File: config.mk
export PLATFORM = sky130hd
export DESIGN_NAME = score_display_driver
export DESIGN_NICKNAME = d
export VERILOG_FILES = /design/src/rtl/score_pkg.sv /design/src/rtl/seg7_decoder.sv /design/src/rtl/score_display_driver.sv
export SDC_FILE = /design/constraint.sdc
export NUM_CORES = 1
export LEC_CHECK = 0
export ABC_AREA = 1
export BUFFER_PORTS_ARGS = -buffer_cell sky130_fd_sc_hd__buf_4
export CORE_AREA = 3 3 115 84
export CTS_BUF_LIST = sky130_fd_sc_hd__clkbuf_8
export DETAILED_ROUTE_END_ITERATION = 6
export DIE_AREA = 0 0 118 87
export PLACE_DENSITY = 0.5
export SYNTH_ARGS = -nofsm -noshare
export SYNTH_HDL_FRONTEND = slang
export SYNTH_HIERARCHICAL = 1
export SYNTH_SLANG_ARGS = --single-unit
File: constraint.sdc
create_clock -name clk_i -period 3.3 [get_ports clk_i]
set_input_delay 0.66 -clock clk_i [delete_from_list [all_inputs] [get_ports clk_i]]
set_output_delay 0.66 -clock clk_i [all_outputs]
set_load 0.05 [all_outputs]
File: src/rtl/score_pkg.sv
// rtl/score_pkg.sv - shared FSM encoding and segment constants for the score display
package score_pkg;

    typedef enum logic [1:0] {
        ST_IDLE    = 2'd0,
        ST_CONVERT = 2'd1,
        ST_LOAD    = 2'd2
    } state_t;

    localparam int MAX_SCORE = 99;

    // Segment order is {g,f,e,d,c,b,a}, active-high.
    localparam logic [6:0] SEG_BLANK = 7'b0000000;
    localparam logic [6:0] SEG_0     = 7'b0111111;
    localparam logic [6:0] SEG_1     = 7'b0000110;
    localparam logic [6:0] SEG_2     = 7'b1011011;
    localparam logic [6:0] SEG_3     = 7'b1001111;
    localparam logic [6:0] SEG_4     = 7'b1100110;
    localparam logic [6:0] SEG_5     = 7'b1101101;
    localparam logic [6:0] SEG_6     = 7'b1111101;
    localparam logic [6:0] SEG_7     = 7'b0000111;
    localparam logic [6:0] SEG_8     = 7'b1111111;
    localparam logic [6:0] SEG_9     = 7'b1101111;

endpackage

File: src/rtl/seg7_decoder.sv
// rtl/seg7_decoder.sv - combinational BCD to 7-segment decode, blank above 9
module seg7_decoder
    import score_pkg::*;
(
    input  logic [3:0] bcd_i,
    output logic [6:0] seg_o
);

    always_comb begin
        seg_o = SEG_BLANK;
        case (bcd_i)
            4'd0:    seg_o = SEG_0;
            4'd1:    seg_o = SEG_1;
            4'd2:    seg_o = SEG_2;
            4'd3:    seg_o = SEG_3;
            4'd4:    seg_o = SEG_4;
            4'd5:    seg_o = SEG_5;
            4'd6:    seg_o = SEG_6;
            4'd7:    seg_o = SEG_7;
            4'd8:    seg_o = SEG_8;
            4'd9:    seg_o = SEG_9;
            default: seg_o = SEG_BLANK;
        endcase
    end

endmodule

File: src/rtl/score_display_driver.sv
// rtl/score_display_driver.sv - sequential double-dabble and two-digit multiplexed 7-segment drive
module score_display_driver
    import score_pkg::*;
#(
    parameter int BW            = 7,
    parameter int REFRESH_W     = 10,
    parameter int BLANK_LEADING = 1
) (
    input  logic          clk_i,
    input  logic          rst_ni,
    input  logic [BW-1:0] value_i,
    output logic [6:0]    seg_o,
    output logic [1:0]    dig_sel_o,
    output logic [3:0]    tens_o,
    output logic [3:0]    ones_o,
    output logic          busy_o
);

    localparam int SW = 8 + BW;
    localparam int CW = $clog2(BW + 1);
    localparam logic [BW-1:0] MAX_V = BW'(MAX_SCORE);

    state_t                 state;
    logic [BW-1:0]          last_val;
    logic [BW-1:0]          val_c;
    logic [SW-1:0]          scratch;
    logic [SW-1:0]          dabbled;
    logic [CW-1:0]          iter;
    logic [REFRESH_W-1:0]   refresh_cnt;
    logic [3:0]             digit;
    logic [6:0]             dec_seg;

    assign val_c = (value_i > MAX_V) ? MAX_V : value_i;

    // Add-3 correction on both BCD nibbles ahead of the shift; the clamp keeps tens below 10.
    always_comb begin
        dabbled = scratch;
        if (scratch[BW+3:BW] >= 4'd5)
            dabbled[BW+3:BW] = scratch[BW+3:BW] + 4'd3;
        if (scratch[BW+7:BW+4] >= 4'd5)
            dabbled[BW+7:BW+4] = scratch[BW+7:BW+4] + 4'd3;
    end

    always_ff @(posedge clk_i or negedge rst_ni) begin
        if (!rst_ni) begin
            state    <= ST_IDLE;
            last_val <= '0;
            scratch  <= '0;
            iter     <= '0;
            tens_o   <= 4'd0;
            ones_o   <= 4'd0;
            busy_o   <= 1'b0;
        end else begin
            case (state)
                ST_IDLE: begin
                    if (val_c != last_val) begin
                        last_val <= val_c;
                        scratch  <= {8'b0, val_c};
                        iter     <= '0;
                        busy_o   <= 1'b1;
                        state    <= ST_CONVERT;
                    end
                end
                ST_CONVERT: begin
                    scratch <= dabbled << 1;
                    iter    <= iter + 1'b1;
                    if (iter == CW'(BW - 1))
                        state <= ST_LOAD;
                end
                ST_LOAD: begin
                    tens_o <= scratch[BW+7:BW+4];
                    ones_o <= scratch[BW+3:BW];
                    busy_o <= 1'b0;
                    state  <= ST_IDLE;
                end
                default: begin
                    busy_o <= 1'b0;
                    state  <= ST_IDLE;
                end
            endcase
        end
    end

    // Free-running refresh; the digit flips on the wrap from all-ones to zero.
    always_ff @(posedge clk_i or negedge rst_ni) begin
        if (!rst_ni) begin
            refresh_cnt <= '0;
            dig_sel_o   <= 2'b01;
        end else begin
            refresh_cnt <= refresh_cnt + 1'b1;
            if (&refresh_cnt)
                dig_sel_o <= {dig_sel_o[0], dig_sel_o[1]};
        end
    end

    assign digit = dig_sel_o[1] ? tens_o : ones_o;

    seg7_decoder u_seg7_decoder (
        .bcd_i (digit),
        .seg_o (dec_seg)
    );

    assign seg_o = ((BLANK_LEADING != 0) && dig_sel_o[1] && (tens_o == 4'd0)) ? SEG_BLANK : dec_seg;

endmodule

# Word level (Yosys, flattened, before mapping)
# Memory sizes are Yosys's and may differ from the RTL's.
# Index checks and enable logic that the tools add are counted.
# totals
ff_bits,48
romBits,112
inputBits,9
out_inout_bits,18
wordCells,47
mem_count,1
# mem_list
memory,depth,word_bits,rd,rd_clocked_by_memory_dff,write_ports,line_no,source
(no name shown),16,7,1,0,0,seg7_decoder.sv:11,case (bcd_i)
# op_classes
add_sub_neg,4
order_cmp,3
eq_ne,6
muxes,14
bitwise_logic,1
n_reduce_logical,9
# ops
cell,count
$pmux W15 S2,1
$mux W15,1
$mux W7,2
$add A10 B1 Y10 const B,1
$reduce_and A10 Y1,1
$ge A4 B3 Y1 const B,2
$mux W4,2
$reduce_and A2 Y1,4
$gt A7 B7 Y1 const B,1
$ne A7 B7 Y1,1
$mux W3,2
$pmux W3 S2,1
$add A4 B2 Y4 const B,1
$logic_not A4 Y1,1
$mux W2,2
$ne A2 B2 Y1 const B,2
$pmux W2 S2,1
$add A3 B1 Y3 const B,1
$add A3 B2 Y3 const B,1
$eq A3 B3 Y1 const B,1
$eq A2 B1 Y1 const B,1
$eq A2 B2 Y1 const B,1
$logic_not A2 Y1,1
$pmux W1 S2,1
other kinds (4),4

# Depth between registers and ports, before layout
# Gate-level depths: netlist of the first run.
# logic_depth
ltp_word,5
mapped_depth,12
ltp_nobuf,12

# Hierarchy
# Netlist of the first run, hierarchy kept.
# modules_own_cells
mod,n_inst,cells_each,area_per_inst_um2,seq_area_each_um2
score_display_driver,1,292,2374.8,1202.4
seg7_decoder,1,39,210.2,0.0

# Worst setup path after synthesis of the first run
# Ideal clock, no wire load.
# synth_timing
path_kind,register to output
startpoint,register dig_sel_o[1]
endpoint,output port seg_o[3]
arrival_time_ns,1.976
required_ns,2.640
path_slack_ns,0.664
path_stages_with_launch,12
path_buffers,0
cell_sequence,dfrtp_1 -> inv_1 -> nor2_1 -> nor2_1 -> inv_1 -> ha_1 -> nand2_1 -> nand2_1 -> nand2_1 -> nand2_1 -> nand2_1 -> inv_1
# synth_between
elab_chain_cells,3
elab_cells_between_ends,4
classes_between,2 x mux; 1 x reduce/logical; 1 x memory
# synth_rtl
element,line_no,source
"start, declared",score_display_driver.sv:13,"output logic [1:0] dig_sel_o,"
"start signal, assigned",score_display_driver.sv:92,"dig_sel_o <= {dig_sel_o[0], dig_sel_o[1]};"
$mux W4,score_display_driver.sv:96,assign digit = dig_sel_o[1] ? tens_o : ones_o;
named net digit[0],score_display_driver.sv:30,logic [3:0] digit;
$mem_v2 Z16 W7,--,
named net dec_seg[3],score_display_driver.sv:31,logic [6:0] dec_seg;
$mux W7,score_display_driver.sv:103,assign seg_o = ((BLANK_LEADING != 0) && dig_sel_o[1] && (tens_o == 4'd0)) ? SEG_BLANK : dec_seg;
"end, declared",score_display_driver.sv:12,"output logic [6:0] seg_o,"
# The timed path passes the listed nets, and every way through them passes these cells.

# Worst setup path after layout of the first run
# Ends and elaborated chain as after synthesis.

==> results.cfg, run 1 <==
[status]
status = finished clean

[finish]
fin_cells = 479
nNetsFinal = 380
n_fill_cell = 891
syn_to_final_growth_pct = 15.92
num_antenna_cells = 0
multi_input_area_um2 = 1180
seq_area_um2 = 1202
drive_gt1_share_pct = 13.65
fin_util_pct = 35.20
fin_area_um2 = 2997

[placed_design]
place_ws_ns = 0.8585
place_area_um2 = 2889
hpwl_mm = 3.689
post-place-cells = 471
port_buffers = 26
gp_congestion = 0.7713

[die]
initial_core_util_pct = 30.36
ios = 27
die-area_um2 = 10270
core_um2 = 8513
die_x_um = 118
die_y_um = 87
rows = 28

[sta]
maxSlewHeadroom_pct = 58.50
final-setup-viol-count = 0
rsz0062_at_grt = false
final_hold_viol_count = 0
worst_hold_slack_ns = 0.3663
finalMaxSlewViolations = 0
worst_slack_ns = 0.5489
finClkSkew_ns = 0.008450
fin_crit_ns = 2.751
worst_pin_slew_ns = 0.6225
fmaxAchievable_mhz = 363.5
fin_crit_sh_pct = 83.37
tns_ns = 0

[global_route]
antenna_found_initial = 0
grt_pass1_vias = 1931
grt_max_degree = 49
overflow = 0
grt_pass1_wl_mm = 9.066
track_usage_pct = 10.75

[yosys]
synth_cell_type_count = 27
synth.avg_cell_area_um2 = 7.810
ys_ff_latch = 48
syn_nets = 353
yosysSeqAreaShare_pct = 46.52
yosysWarnings = 6
syn-cell-area_um2 = 2585
synthCells = 331

[power_and_ir_drop]
p_sw_share_pct = 48.42
power_frac_seq_pct = 32.3
p_clk_share_pct = 14.4
p_int_mw = 1.510
p_comb_share_pct = 53.3
p_leak_nw = 1.601
powerDensity_nw_per_um2 = 976.8
total_power_mw = 2.927
ir_worst_vdd_uv = 504.5
power.switching_mw = 1.417

[clock_tree]
clockBufferDepth = 2
tritoncts = done
path_clk_slew_ns = 0.09
clkLatencyLatePin_ns = 0.30
cts_setup_buffers = 0
cts.htree.levels = 2
cts_buffers = 5
numClockSinks = 48
ctsRootBufferMaster = clkbuf_8
cts_resized = 0
cts_hold_buf = 0

[critical_path]
r2r-end = scratch[5]
critPathKind = flop to primary output
r2r_slack_ns = 1.45
cp.arrival_ns = 2.09
worstPathRequired_ns = 2.64
r2r_start = last_val[6]
start_kind = flop
reg2regPathDepth = 10
cp_max_fo = 6
worstSetupStartpoint = dig_sel_o[1]
worstSetupEndpoint = seg_o[3]
endpoint_kind = primary output

[routing]
vias_per_cell = 4.280
first_pass_iters = 4
postRouteAntennaNets = 0
first_iter_violations = 104
wl_per_cell_um = 10.87
drc = 0
vias = 2050
wl_mm = 5.206

[flow_run]
max-cap-violations = 0

[hold_path]
hold_class = input pin to asynchronous set/reset pin
==> cells in the mapped netlist (all sizes together) <==
master / number / area, um2
clkinv: 1 / 3.750
a21o: 1 / 7.510
inv: 40 / 150.2
clkbuf: 4 / 15.01
nand3: 28 / 145.1
or2: 1 / 6.260
xnor2: 7 / 61.31
dfrtp: 47 / 1176
nand3b: 1 / 7.510
a31oi: 1 / 6.260
buf: 3 / 33.78
xor2: 4 / 35.03
nand4: 1 / 6.260
nand2: 119 / 466.7
a21oi: 6 / 30.03
ha: 13 / 162.7
o21ai: 31 / 155.2
nor3: 1 / 5.000
nor2: 20 / 77.58
dfstp: 1 / 26.28
o211ai: 1 / 7.510
==> state kept, by name, indices dropped and copies added (netlist names) <==
signal and count:
refresh_cnt 10, tens_o 4, ones_o 4, last_val 7
dig_sel_o 2, iter 3, state 2, busy_o 1
scratch 15
==> final cells by class <==
class	instances	share of cell area (%)
well taps	120	5.010
clock buffers	5	2.296
multi-input cells	235	39.37
flip-flops and latches	48	40.13
clock inverters	3	1.294
repair buffers	27	6.764
inverters	41	5.136
==> layout by cell type, fill, tap and decap left out, types with 4 or more instances in the layout <==
master	count
nand2_1	113
buf_4	27
nand2_2	5
nor2_1	19
inv_2	5
dfrtp_1	47
o21ai_0	23
clkbuf_8	5
o21ai_1	8
xnor2_1	7
a21oi_1	6
xor2_1	4
inv_1	36
nand3_1	27
ha_1	13
==> worst max-delay path, stage by stage (launching register included) <==
cell,delay [ns]
dfrtp_1,0.43
inv_1,0.16
nor2_1,0.07
nor2_1,0.19
inv_1,0.13
ha_1,0.29
nand2_1,0.06
nand2_1,0.07
nand2_1,0.05
nand2_1,0.06
nand2_1,0.05
inv_1,0.06
buf_4,0.18
==> worst min-delay path by stage <==
stage                         startpoint              to  slack [ns]  cells after the start
final                             rst_ni     last_val[5]        0.37                      1
after global routing              rst_ni     last_val[3]        0.41                      1
after CTS                         rst_ni     last_val[3]        0.40                      1
after detailed placement  refresh_cnt[0]  refresh_cnt[0]        0.45                      1
after global placement    refresh_cnt[0]  refresh_cnt[0]        0.44                      1
after floorplan                   rst_ni          busy_o        0.36                      0
==> power groups by stage <==
stage                     Sequential (mW)  Combinational (mW)  Clock [mW]
after detailed placement            0.956                1.57           0
after global placement              0.953                1.56           0
after global routing                0.979                1.76       0.455
final                               0.945                1.56       0.422
after floorplan                      1.06                1.09           0
after CTS                           0.947                1.58       0.439
==> cell families after synthesis <==
family                     share of synthesized area [%]
xor gates and xnor gates                           3.727
adders and majority gates                          6.293
DFF                                                46.52
AOI/OAI and AO/OA                                  7.987
buffers and inverters                              7.841
and+or+nand+nor                                    27.64
==> layer usage <==
metal	part of all wire [%]	wire, um	track usage (%)
met2	43	2222	16.48
met1	54	2834	14.91
met3	1.9	100	2.338
met5	0	0	0
met4	0.94	49	4.255
Note: power is estimated with default switching activity, not from simulation.
==> run 2: changes to the inputs <==
--- a/config.mk
+++ b/config.mk
@@ -5,13 +5,13 @@
 export SDC_FILE = /design/constraint.sdc
 export NUM_CORES = 1
 export LEC_CHECK = 0
-export ABC_AREA = 1
+export ABC_AREA = 0
 export BUFFER_PORTS_ARGS = -buffer_cell sky130_fd_sc_hd__buf_4
-export CORE_AREA = 3 3 115 84
+export CORE_AREA = 3 3 117 85
 export CTS_BUF_LIST = sky130_fd_sc_hd__clkbuf_8
 export DETAILED_ROUTE_END_ITERATION = 6
-export DIE_AREA = 0 0 118 87
-export PLACE_DENSITY = 0.5
+export DIE_AREA = 0 0 120 88
+export PLACE_DENSITY = 0.51
 export SYNTH_ARGS = -nofsm -noshare
 export SYNTH_HDL_FRONTEND = slang
 export SYNTH_HIERARCHICAL = 1
==> constraint.sdc (replaced) <==
create_clock -name clk_i -period 2.2 [get_ports clk_i]
set_input_delay 0.44 -clock clk_i [delete_from_list [all_inputs] [get_ports clk_i]]
set_output_delay 0.44 -clock clk_i [all_outputs]
set_load 0.05 [all_outputs]
==> results.cfg, run 2 <==
[yosys]
synthAdderAreaFrac_pct = 6.112
synth-xor-area-share_pct = 4.937
synthArstFlopShare_pct = 100.0
synth_simple_gate_area_share_pct = 15.04
synth.area.mux_share_pct = 7.569
synth_top_area_share_pct = 44.19
ys_ff_latch = 48
yosysSeqAreaShare_pct = 45.18
synth-edff-count = 0
synth.avg_cell_area_um2 = 10.91
synthCells = 244
synth_cell_type_count = 50
synth-compound-area-share_pct = 16.50
yosysWarnings = 6
synthFlopType = dfrtp_1
synth_area_leaders = dfrtp_1 (44%), mux2_2 (7.2%), ha_1 (6.1%), a22o_1 (3.3%), xnor2_1 (3.0%)
syn-cell-area_um2 = 2661
synth_top_family_by_area = compound AO/OA/AOI/OAI gates
syn_nets = 266
synth_most_common_cell = dfrtp_1
synth_common_cells = dfrtp_1 (47), mux2_2 (17), nand2_1 (15)
synth_top_cell_by_area = dfrtp_1

[routing]
vias_per_cell = 4.657
wl_mm = 5.584
vias = 1900
first_pass_iters = 4
postRouteAntennaNets = 0
drc = 0
wl_per_cell_um = 13.69
first_iter_violations = 89

[finish]
drive_gt1_share_pct = 35.56
largest_register_ffs = 15
nNetsFinal = 305
fin_util_pct = 37.25
top_register = scratch
syn_to_final_growth_pct = 25.43
most-common-layout-cells = dfrtp_1 (46), buf_4 (33), nand2_1 (15)
reg.largest.list = scratch: 15 flops, refresh_cnt: 10 flops, last_val: 7 flops
final_common_cell = dfrtp_1
num_antenna_cells = 0

[critical_path]
r2r-end = scratch[5]
worstPathRequired_ns = 1.76
worstSetupStartpoint = dig_sel_o[1]
critPathTopFamily = flip-flops
endpoint_kind = primary output
reg2regPathDepth = 5
critPathKind = flop to primary output
start_kind = flop
crit_chain = mux2_4 -> buf_6 -> nor2b_4 -> o21ai_2 -> o21ai_1 -> nor2b_4 -> buf_6
r2r_start = last_val[2]
crit_buf_inv = 2
max_stage_delay_ns = 0.48
timing.critical_path.slowest_stage_cell = dfrtp_2
cp.arrival_ns = 1.90
r2r_slack_ns = 0.25
cp_max_fo = 6

[sta]
fin_crit_sh_pct = 106.2
final_hold_viol_count = 0
finalMaxSlewViolations = 0
final-setup-viol-count = 7
finClkSkew_ns = 0.01205
maxSlewHeadroom_pct = 58.71
worst_slack_ns = -0.1372
worst_pin_slew_ns = 0.6193
fmaxAchievable_mhz = 427.9
fin_crit_ns = 2.337
worst_hold_slack_ns = 0.1356
rsz0062_at_grt = true

[clock_tree]
ctsRootBufferMaster = clkbuf_8
numClockSinks = 48
tritoncts = done
cts_hold_buf = 0
cts_buffers = 5
path_clk_slew_ns = 0.09
clockBufferDepth = 2
clkLatencyLatePin_ns = 0.30
cts.htree.levels = 2

[hold_path]
hold_class = input pin to asynchronous set/reset pin

[die]
rows = 29
die_y_um = 88
core_um2 = 8962
ios = 27
initial_core_util_pct = 29.69
die-area_um2 = 10560
die_x_um = 120

[placed_design]
port_buffers = 26
gp_congestion = 0.7662
place_ws_ns = 0.03082
hpwl_mm = 3.981

[global_route]
grt_max_degree = 49
track_usage_pct = 10.84
antenna_found_initial = 0
grt_pass1_vias = 1861
grt_pass1_wl_mm = 9.294
overflow = 0

[power_and_ir_drop]
p_leak_nw = 1.554
powerDensity_nw_per_um2 = 1512
ir_worst_vdd_uv = 596.0

[status]
status = finished with violations
violations = setup timing

[flow_run]
max-cap-violations = 0
## run 2: report_power, final
part | leakage [nW] | switching (mW) | internal (mW)
logic | 0.890 | 1.59 | 1.34
registers | 0.600 | 0.270 | 1.16
clock network | 0.0645 | 0.290 | 0.401
total | 1.55 | 2.15 | 2.90
## run 2: through the flow
step           TNS (ns)  power [mW]  std cells  area [um2]
5_1_grt          -1.521       5.383        408        3338
6_report        -0.8838       5.048        408        3338
2_1_floorplan  -0.08198       3.467        244        2765
3_5_place_dp          0       4.168        398        3132
3_3_place_gp          0       4.178        398        3132
4_1_cts         -0.9081       5.066        408        3332
## run 2: cell type report
| type | instances | area (um2) |
|---|---|---|
| multi-input cells | 173 | 1449 |
| fillers | 901 | 5624 |
| clock inverters | 1 | 30.03 |
| inverters | 14 | 62.56 |
| well taps | 124 | 155.1 |
| clock buffers | 7 | 96.34 |
| flip-flops and latches | 48 | 1204 |
| repair buffers | 41 | 341.6 |
## run 2: kinds of logic after synthesis
family	after synthesis
XOR/XNOR	15
adder cells (fa/ha/maj)	13
buffers and inverters	23
AO/OA/AOI/OAI	55
flip-flops	48
multiplexers	18
AND/OR/NAND/NOR	72
## run 2: routing by layer
metal / share of wire (%) / vias to the layer above / global-route usage (%)
met5: 0 / - / 0
met1: 53 / 918 / 15.67
met4: 0.73 / 0 / 2.599
li1: - / 958 / -
met3: 3.4 / 2 / 2.905
met2: 43 / 22 / 16.21
## run 2: worst max-delay path by stage
| stage | end | slack (ns) | cells past startpoint |
|---|---|---|---|
| global placement | scratch[3] | 0.04 | 7 |
| detailed placement | last_val[3] | 0.03 | 7 |
| global route | seg_o[3] | -0.25 | 7 |
| CTS | seg_o[3] | -0.15 | 8 |
| finish | seg_o[3] | -0.14 | 7 |
| floorplan | seg_o[1] | -0.02 | 6 |
## run 2: worst register-to-register path: stages (launching register included)
cell and delay (ns):
dfrtp_1 0.43, or3_1 0.41, a32oi_1 0.33, a21oi_1 0.11
buf_4 0.19, a221o_1 0.37
## run 2: timing repair
action | 4_1_cts | 5_1_grt
gates resized for setup | 16 | 2
setup endpoints to repair | 7 | 7
endpoints found under the hold margin | 0 | 0
cloned | 0 | 0
pin swaps | 3 | 1
buffers inserted | 2 | 0
